===== src/rtl/selective_blink_ctrl_pkg.sv =====
// Shared constants for the selective blink controller: FSM state codes, LED count,
// select width and the press priority helper.
package selective_blink_ctrl_pkg;

    localparam logic ST_IDLE  = 1'b0;
    localparam logic ST_BLINK = 1'b1;

    localparam int NUM_LEDS = 4;
    localparam int SEL_W    = 2;

    // Lowest set index wins when several switches rise in the same cycle.
    function automatic logic [SEL_W-1:0] lowest_index(input logic [NUM_LEDS-1:0] v);
        logic [SEL_W-1:0] idx;
        idx = '0;
        for (int i = NUM_LEDS - 1; i >= 0; i--) begin
            if (v[i]) idx = SEL_W'(i);
        end
        return idx;
    endfunction

endpackage


===== src/rtl/selective_blink_ctrl_switch_edge_detect.sv =====
// Rising-edge detector for one debounced switch: registers the level and flags
// a press when the switch is high and the previous level was low.
module selective_blink_ctrl_switch_edge_detect (
    input  logic i_Clk,
    input  logic i_Rst,
    input  logic i_Switch,
    output logic o_Rise
);

    logic r_prev;

    always_ff @(posedge i_Clk or posedge i_Rst) begin
        if (i_Rst) r_prev <= 1'b0;
        else       r_prev <= i_Switch;
    end

    assign o_Rise = i_Switch & ~r_prev;

endmodule


===== src/rtl/selective_blink_ctrl.sv =====
// Selective blink controller: a switch press picks one of four LEDs, which toggles on
// every blink-rate tick. Optional auto-stop after N toggles via SELECTIVE_BLINK_TIMEOUT_EN.
module selective_blink_ctrl
    import selective_blink_ctrl_pkg::*;
#(
    parameter int TIMEOUT_TOGGLES = 20,
    parameter bit LED_ACTIVE_HIGH = 1'b1
) (
    input  logic             i_Clk,
    input  logic             i_Rst,
    input  logic             i_Enable,
    input  logic             i_Switch_1,
    input  logic             i_Switch_2,
    input  logic             i_Switch_3,
    input  logic             i_Switch_4,
    output logic             o_LED_1,
    output logic             o_LED_2,
    output logic             o_LED_3,
    output logic             o_LED_4,
    output logic             o_Busy,
    output logic [SEL_W-1:0] o_Sel,
    output logic             o_Timeout
);

    // Count must hold 255 (saturating mode) and 2*TIMEOUT_TOGGLES-2 (auto-stop mode).
    localparam int CNT_W = ($clog2(2 * TIMEOUT_TOGGLES) > 8) ? $clog2(2 * TIMEOUT_TOGGLES) : 8;

    logic [NUM_LEDS-1:0] w_switch;
    logic [NUM_LEDS-1:0] w_press;
    logic                w_any_press;
    logic [SEL_W-1:0]    w_press_idx;

    logic                r_state, w_state_nxt;
    logic [SEL_W-1:0]    r_sel, w_sel_nxt;
    logic                r_phase, w_phase_nxt;
    logic [CNT_W-1:0]    r_count, w_count_nxt;
    logic [NUM_LEDS-1:0] w_led;

    assign w_switch = {i_Switch_4, i_Switch_3, i_Switch_2, i_Switch_1};

    for (genvar g = 0; g < NUM_LEDS; g++) begin : g_edge
        selective_blink_ctrl_switch_edge_detect u_edge (
            .i_Clk    (i_Clk),
            .i_Rst    (i_Rst),
            .i_Switch (w_switch[g]),
            .o_Rise   (w_press[g])
        );
    end

    assign w_any_press = |w_press;
    assign w_press_idx = lowest_index(w_press);

`ifdef SELECTIVE_BLINK_TIMEOUT_EN
    logic r_timeout, w_timeout_nxt;
`endif

    always_ff @(posedge i_Clk or posedge i_Rst) begin
        if (i_Rst) begin
            r_state <= ST_IDLE;
            r_sel   <= '0;
            r_phase <= 1'b0;
            r_count <= '0;
`ifdef SELECTIVE_BLINK_TIMEOUT_EN
            r_timeout <= 1'b0;
`endif
        end else begin
            r_state <= w_state_nxt;
            r_sel   <= w_sel_nxt;
            r_phase <= w_phase_nxt;
            r_count <= w_count_nxt;
`ifdef SELECTIVE_BLINK_TIMEOUT_EN
            r_timeout <= w_timeout_nxt;
`endif
        end
    end

    // A press always outranks a tick (and the timeout) in the same cycle.
    always_comb begin
        w_state_nxt = r_state;
        w_sel_nxt   = r_sel;
        w_phase_nxt = r_phase;
        w_count_nxt = r_count;
`ifdef SELECTIVE_BLINK_TIMEOUT_EN
        w_timeout_nxt = 1'b0;
`endif
        case (r_state)
            ST_IDLE: begin
                if (w_any_press) begin
                    w_state_nxt = ST_BLINK;
                    w_sel_nxt   = w_press_idx;
                    w_phase_nxt = 1'b1;
                    w_count_nxt = '0;
                end
            end
            ST_BLINK: begin
                if (w_any_press) begin
                    if (w_press_idx == r_sel) begin
                        w_state_nxt = ST_IDLE;
                        w_sel_nxt   = '0;
                        w_phase_nxt = 1'b0;
                    end else begin
                        w_sel_nxt   = w_press_idx;
                        w_phase_nxt = 1'b1;
                    end
                    w_count_nxt = '0;
                end else if (i_Enable) begin
`ifdef SELECTIVE_BLINK_TIMEOUT_EN
                    if (r_count == CNT_W'(2 * TIMEOUT_TOGGLES - 2)) begin
                        w_state_nxt   = ST_IDLE;
                        w_sel_nxt     = '0;
                        w_phase_nxt   = 1'b0;
                        w_count_nxt   = '0;
                        w_timeout_nxt = 1'b1;
                    end else begin
                        w_phase_nxt = ~r_phase;
                        w_count_nxt = r_count + CNT_W'(1);
                    end
`else
                    w_phase_nxt = ~r_phase;
                    if (r_count != CNT_W'(255)) w_count_nxt = r_count + CNT_W'(1);
`endif
                end
            end
            default: begin
                w_state_nxt = ST_IDLE;
                w_sel_nxt   = '0;
                w_phase_nxt = 1'b0;
                w_count_nxt = '0;
            end
        endcase
    end

    // Only LED[sel] can ever be lit; decode depends on registers only.
    always_comb begin
        w_led = '0;
        if (r_state == ST_BLINK && r_phase) w_led[r_sel] = 1'b1;
    end

    assign {o_LED_4, o_LED_3, o_LED_2, o_LED_1} = LED_ACTIVE_HIGH ? w_led : ~w_led;
    assign o_Busy = (r_state == ST_BLINK);
    assign o_Sel  = r_sel;
`ifdef SELECTIVE_BLINK_TIMEOUT_EN
    assign o_Timeout = r_timeout;
`else
    assign o_Timeout = 1'b0;
`endif

endmodule


===== config.mk =====
export PLATFORM = sky130hd
export DESIGN_NAME = selective_blink_ctrl
export DESIGN_NICKNAME = d
export VERILOG_FILES = /design/src/rtl/selective_blink_ctrl_pkg.sv /design/src/rtl/selective_blink_ctrl_switch_edge_detect.sv /design/src/rtl/selective_blink_ctrl.sv
export SDC_FILE = /design/constraint.sdc
export NUM_CORES = 1
export LEC_CHECK = 0
export ABC_AREA = 1
export CORE_AREA = 2 2 39 41
export CTS_BUF_LIST = sky130_fd_sc_hd__clkbuf_8
export DETAILED_ROUTE_END_ITERATION = 8
export DIE_AREA = 0 0 41 43
export DONT_BUFFER_PORTS = 1
export MAX_ROUTING_LAYER = met4
export PLACE_DENSITY_LB_ADDON = 0.12
export SETUP_SLACK_MARGIN = 0.05
export SLEW_MARGIN = 20
export SYNTH_ARGS = -nofsm -noshare
export SYNTH_HDL_FRONTEND = slang
export SYNTH_SLANG_ARGS = --single-unit

===== constraint.sdc =====
create_clock -name i_Clk -period 1.6 [get_ports i_Clk]
set_clock_uncertainty 0.1 [all_clocks]
set_input_delay 0.24 -clock i_Clk [delete_from_list [all_inputs] [get_ports i_Clk]]
set_output_delay 0.24 -clock i_Clk [all_outputs]
set_load 0.005 [all_outputs]

=== After elaboration in Yosys (flattened, before gate mapping) ===
Index checks and enable logic that the tools add are counted.
W data, S select, Z words.

* Output and inout port bits: 8
* Register bits after elaboration: 8
* Input bits: 7

* Equal/unequal tests: 4
* Reduce and logical (&&, ||, !) cells: 5
* Mux-type cells: 19
* Bitwise logic cells: 10
* Order comparisons: 2

{| class="wikitable"
|+ Operators by type and width
! cell !! count
|-
| $mux W2 || 7
|-
| $mux W1 || 7
|-
| $not A1 Y1 || 6
|-
| $and A1 B1 Y1 || 4
|-
| $mux W4 || 1
|-
| $ne A2 B2 Y1 const B || 2
|-
| $pmux W1 S2 || 2
|-
| $pmux W2 S2 || 1
|-
| $reduce_and A2 Y1 || 2
|-
| $reduce_or A4 Y1 || 1
|-
| $lt A2 B3 Y1 const B || 1
|-
| $ne A3 B3 Y1 const B || 1
|-
| $demux W1 S2 || 1
|-
| $eq A2 B2 Y1 || 1
|-
| $ge A2 B1 Y1 const B || 1
|-
| $logic_and A1 B1 Y1 || 2
|}

=== Longest topological paths before layout ===
* Word-level depth: 10
* Depth in mapped cells: 10
* Gate-level depth less buffers: 10

=== Cells and area by module ===
A second synthesis with hierarchy kept.

* Cells, all modules: 65
* Area, all modules: 466.7 um^2

{| class="wikitable"
|+ Modules (own cells, without submodules)
! module !! seq. area each (um^2) !! area each (um^2) !! times used !! cells an instance
|-
| selective_blink_ctrl || 100.1 || 311.5 || 1 || 49
|-
| selective_blink_ctrl_switch_edge_detect || 25.0 || 38.8 || 4 || 4
|}

=== Worst setup path after synthesis ===
Ideal clock, no wire load.

* Kind: flip-flop to flip-flop
* Start: reg g_edge[0].u_edge.r_prev
* End: reg r_phase
* Path buffers: 0
* Data required time: 1384 ps
* Arrival: 961 ps
* Cell stages (with the launch flop): 11
* Period minus slack after synthesis: 1178 ps
* Path slack: 422 ps
* Cells stage by stage: dfrtp_1 > inv_1 > nand2_2 > nand2_4 > inv_2 > nand3_1 > nand2_1 > nor2_2 > nand3_1 > nand2_1 > nand2_1

* Word-level cells in the longest chain between the ends: 7
* Elaborated cells between the ends (all ways): 11
* Classes of those cells: 3 x eq/ne; 4 x mux; 2 x bitwise; 2 x reduce/logical

{| class="wikitable"
|+ RTL lines
! item !! RTL line !! text
|-
| from (decl) || selective_blink_ctrl_switch_edge_detect.sv:10 || <nowiki>logic r_prev;</nowiki>
|-
| from (signal assigned) || selective_blink_ctrl_switch_edge_detect.sv:14 || <nowiki>else r_prev <= i_Switch;</nowiki>
|-
| $not A1 Y1 * || selective_blink_ctrl_switch_edge_detect.sv:17 || <nowiki>assign o_Rise = i_Switch & ~r_prev;</nowiki>
|-
| $and A1 B1 Y1 * || selective_blink_ctrl_switch_edge_detect.sv:17 ||
|-
| $mux W2 || selective_blink_ctrl_pkg.sv:16 || <nowiki>if (v[i]) idx = SEL_W'(i);</nowiki>
|-
| $eq A2 B2 Y1 || selective_blink_ctrl.sv:97 || <nowiki>if (w_press_idx == r_sel) begin</nowiki>
|-
| $mux W1 || selective_blink_ctrl.sv:97 ||
|-
| $mux W1 || selective_blink_ctrl.sv:96 || <nowiki>if (w_any_press) begin</nowiki>
|-
| $pmux W1 S2 || selective_blink_ctrl.sv:86 || <nowiki>case (r_state)</nowiki>
|-
| to (signal assigned) || selective_blink_ctrl.sv:69 || <nowiki>r_phase <= w_phase_nxt;</nowiki>
|-
| to (decl) || selective_blink_ctrl.sv:35 || <nowiki>logic r_phase, w_phase_nxt;</nowiki>
|}

Mark *: on every way between the ends. The rest lies on a longest branch, timed or not.
A chain may end at the register's enable or synchronous reset.

=== Worst setup path in the final report ===
* Start: reg r_sel[0], in the netlist o_Sel[0]
* End: out o_LED_4

* Word-level cells in the longest chain between the ends: 5
* Elaborated cells between the ends (all ways): 6
* Classes of those cells: 2 x order compare; 3 x mux; 1 x reduce/logical

{| class="wikitable"
|+ RTL lines
! item !! RTL line !! text
|-
| from (decl) || selective_blink_ctrl.sv:34 || <nowiki>logic [SEL_W-1:0] r_sel, w_sel_nxt;</nowiki>
|-
| from (signal assigned) || selective_blink_ctrl.sv:68 || <nowiki>r_sel <= w_sel_nxt;</nowiki>
|-
| $lt A2 B3 Y1 (not written as such) or $ge A2 B1 Y1 (tied branches) || selective_blink_ctrl.sv:136 || <nowiki>if (r_state == ST_BLINK && r_phase) w_led[r_sel] = 1'b1;</nowiki>
|-
| $logic_and A1 B1 Y1 (not written as such) || selective_blink_ctrl.sv:136 ||
|-
| $mux W1 (not written as such) || selective_blink_ctrl.sv:136 ||
|-
| $demux W1 S2 * || selective_blink_ctrl.sv:136 ||
|-
| $mux W4 * || selective_blink_ctrl.sv:136 ||
|-
| to (decl) || selective_blink_ctrl.sv:19 || <nowiki>output logic o_LED_4,</nowiki>
|}

Marked as above.

==> reports/metrics.yaml <==
synth.avg_cell_area_um2: 7.611
first_iter_violations: 3
gp_congestion: 0.6667
worst-path-max-fanout: 6
slowest_delay_ps: 450
hold_class: "input port to flop"
rsz0062_at_grt: "false"
die_h_um: 43
fmax_mhz: 720.5
maxCapViolCount: 0
path_cells: "inv_1 -> nor3_1"
die_width_um: 41
hold_viol: 0
intPower_uw: 457.5
drt_wl_total_um: 812
fillCellCount: 146
critPathKind: "flop to output port"
synthCells: 60
slowest_stage: "dfrtp_1"
area_growth_pct: 22.74
cts_buffers: 3
synthTopCellsByCount: "17 x nand2_1, 9 x inv_1, 8 x dfrtp_1"
ys_async_sr_fraction_pct: 100.0
synthTopCellsByArea: "dfrtp_1 44%, nand2_1 14%, inv_1 7.4%"
grt_use_total_pct: 12.11
r2r_setup_slack_ps: 330
dp_cells: 75
static-leakage-power_uw: 0.0002948
cts_htree_levels: 1
drt-vias-per-instance: 4.494
stdcell_count: 83
ys_ff_latch: 8
final_antenna_net_count: 0
io_pins: 15
die_area_um2: 1763
start_util_pct: 33.00
power_density_nw_per_um2: 1199
coreArea_um2: 1384
synth_area_um2: 456.7
setup-violations-final: 0
clk_pin_slew_ps: 40
grt.overflow.total: 0
drive_above_1_share_pct: 19.40
synth_flop_cell: "dfrtp_1"
cts-root-buf: "clkbuf_8"
netlist.area_leader.share_pct: 43.84
clkSinkCount: 8
synth_edf_count: 0
drc: 0
synth.distinct_cells: 16
portBuffers: 0
power.switching_uw: 214.6
post_drt_wl_per_cell_um: 9.783
ir_drop_uv: 474.7
period_minus_slack_ps: 1388
status: "finished clean"
arrival_ps: 1050
fin_nets: 76
drt-pass1-iter-count: 4
vias: 373
post_cts_buffers: 0
grt_max_degree: 9
report.final.slew_viol_count: 0
clock_power_share_pct: 35.6
cts_tree: "yes"
path_buf_inv: 1
startpoint_type: "flop"
synth_warnings: 0
finalCritPeriodShare_pct: 86.75
n_antenna_cell: 0
synth_fp_nets: 67
clkLatencyLatePin_ps: 230
antenna_found_initial: 0
cp_top_family: "flip-flops"
dp.final_hpwl_um: 619.3
ys_seq_area_share_pct: 43.84
swShare_pct: 31.93
required_ps: 1260
setup_tns_ps: 0
rows: 14
grt_pass1_vias: 321
utilization_pct: 40.51
critPathCaptureType: "output port"
p_seq_share_pct: 40.5
pwr-share-comb_pct: 23.9
synth_top_area_cell: "dfrtp_1"
synth.most_common_cell: "nand2_1"
clockBufferDepth: 2
grt_pass1_wl_um: 1317
worst paths after layout:
| kind | startpoint | depth (start not counted) | end |
|---|---|---|---|
| worst max-delay path | o_Sel[0] | 2 | o_LED_4 |
| worst min-delay path | i_Enable | 3 | r_phase |
| worst max register to register | g_edge[1].u_edge.r_prev | 10 | r_phase |
| worst min register to register | r_phase | 2 | r_phase |
| max in group asynchronous | i_Rst | 2 | r_phase |
| min in group asynchronous | i_Rst | 2 | g_edge[3].u_edge.r_prev |
state kept, by name (all words and copies together) (netlist names):
register              cells
o_Sel                     2
r_phase                   1
o_Busy                    1
g_edge.u_edge.r_prev      4
tightest hold or removal path, cell delays in order:
cell     delay, ps
a21oi_2         40
nand2_1         50
nand2_1         50
kinds of logic after synthesis:
kind of cell    Yosys count  share of synthesized area (%)
flops                     8                          43.84
buf+inv                  12                          10.69
other cells               1                         0.8211
compound gates            2                          3.013
simple gates             37                          41.64
repair_timing:
item | 4_1_cts | 5_1_grt
hold buffers | 5 | 0
gates resized for setup | 0 | 0
hold endpoints to repair | 12 | 0
metal layers:
metal  part of all wire (%)  vias to the layer above  track usage [%]  wire length [um]
met4                    2.0                        0            4.000                16
met1                     42                      163            13.77               345
met2                     47                        9            15.94               384
li1                       -                      196                -                 -
met5                      0                        -                -                 0
met3                    7.9                        5            9.424                64
metrics by stage:
stage	total power, uW	setup slack [ps]	hold slack [ps]	area [um2]
6_report	672.1	212.0	96.59	560.5
5_1_grt	730.5	139.7	100.1	560.5
4_1_cts	682.9	204.3	88.00	560.5
3_5_place_dp	427.9	330.9	3.223	469.2
3_3_place_gp	426.5	353.0	3.199	469.2
2_1_floorplan	399.4	422.2	-44.34	456.7
layout make-up:
class,count,area (um2),share of cell area (%)
Clock buffer,3,41.29,7.366
Inverter,11,41.29,7.366
Multi-Input combinational cell,40,207.7,37.05
Sequential cell,8,200.2,35.71
Tap cell,16,20.02,3.571
Timing Repair Buffer,5,50.05,8.929
cells in the final DEF, fill, tap and decap left out, drive strengths merged:
cell type / instances
a21oi: 2
clkbuf: 3
conb: 1
dfrtp: 8
dlygate4sd3: 5
inv: 11
nand2: 22
nand3: 5
nor2: 5
nor3: 4
or2: 1
power groups by stage:
stage / logic, uW / registers, uW / clock network [uW]
floorplan: 133 / 267 / 0
global placement: 151 / 275 / 0
detailed placement: 152 / 276 / 0
CTS: 162 / 272 / 248
global route: 187 / 279 / 265
finish: 161 / 272 / 239
Power figures use the tool's default switching activity.
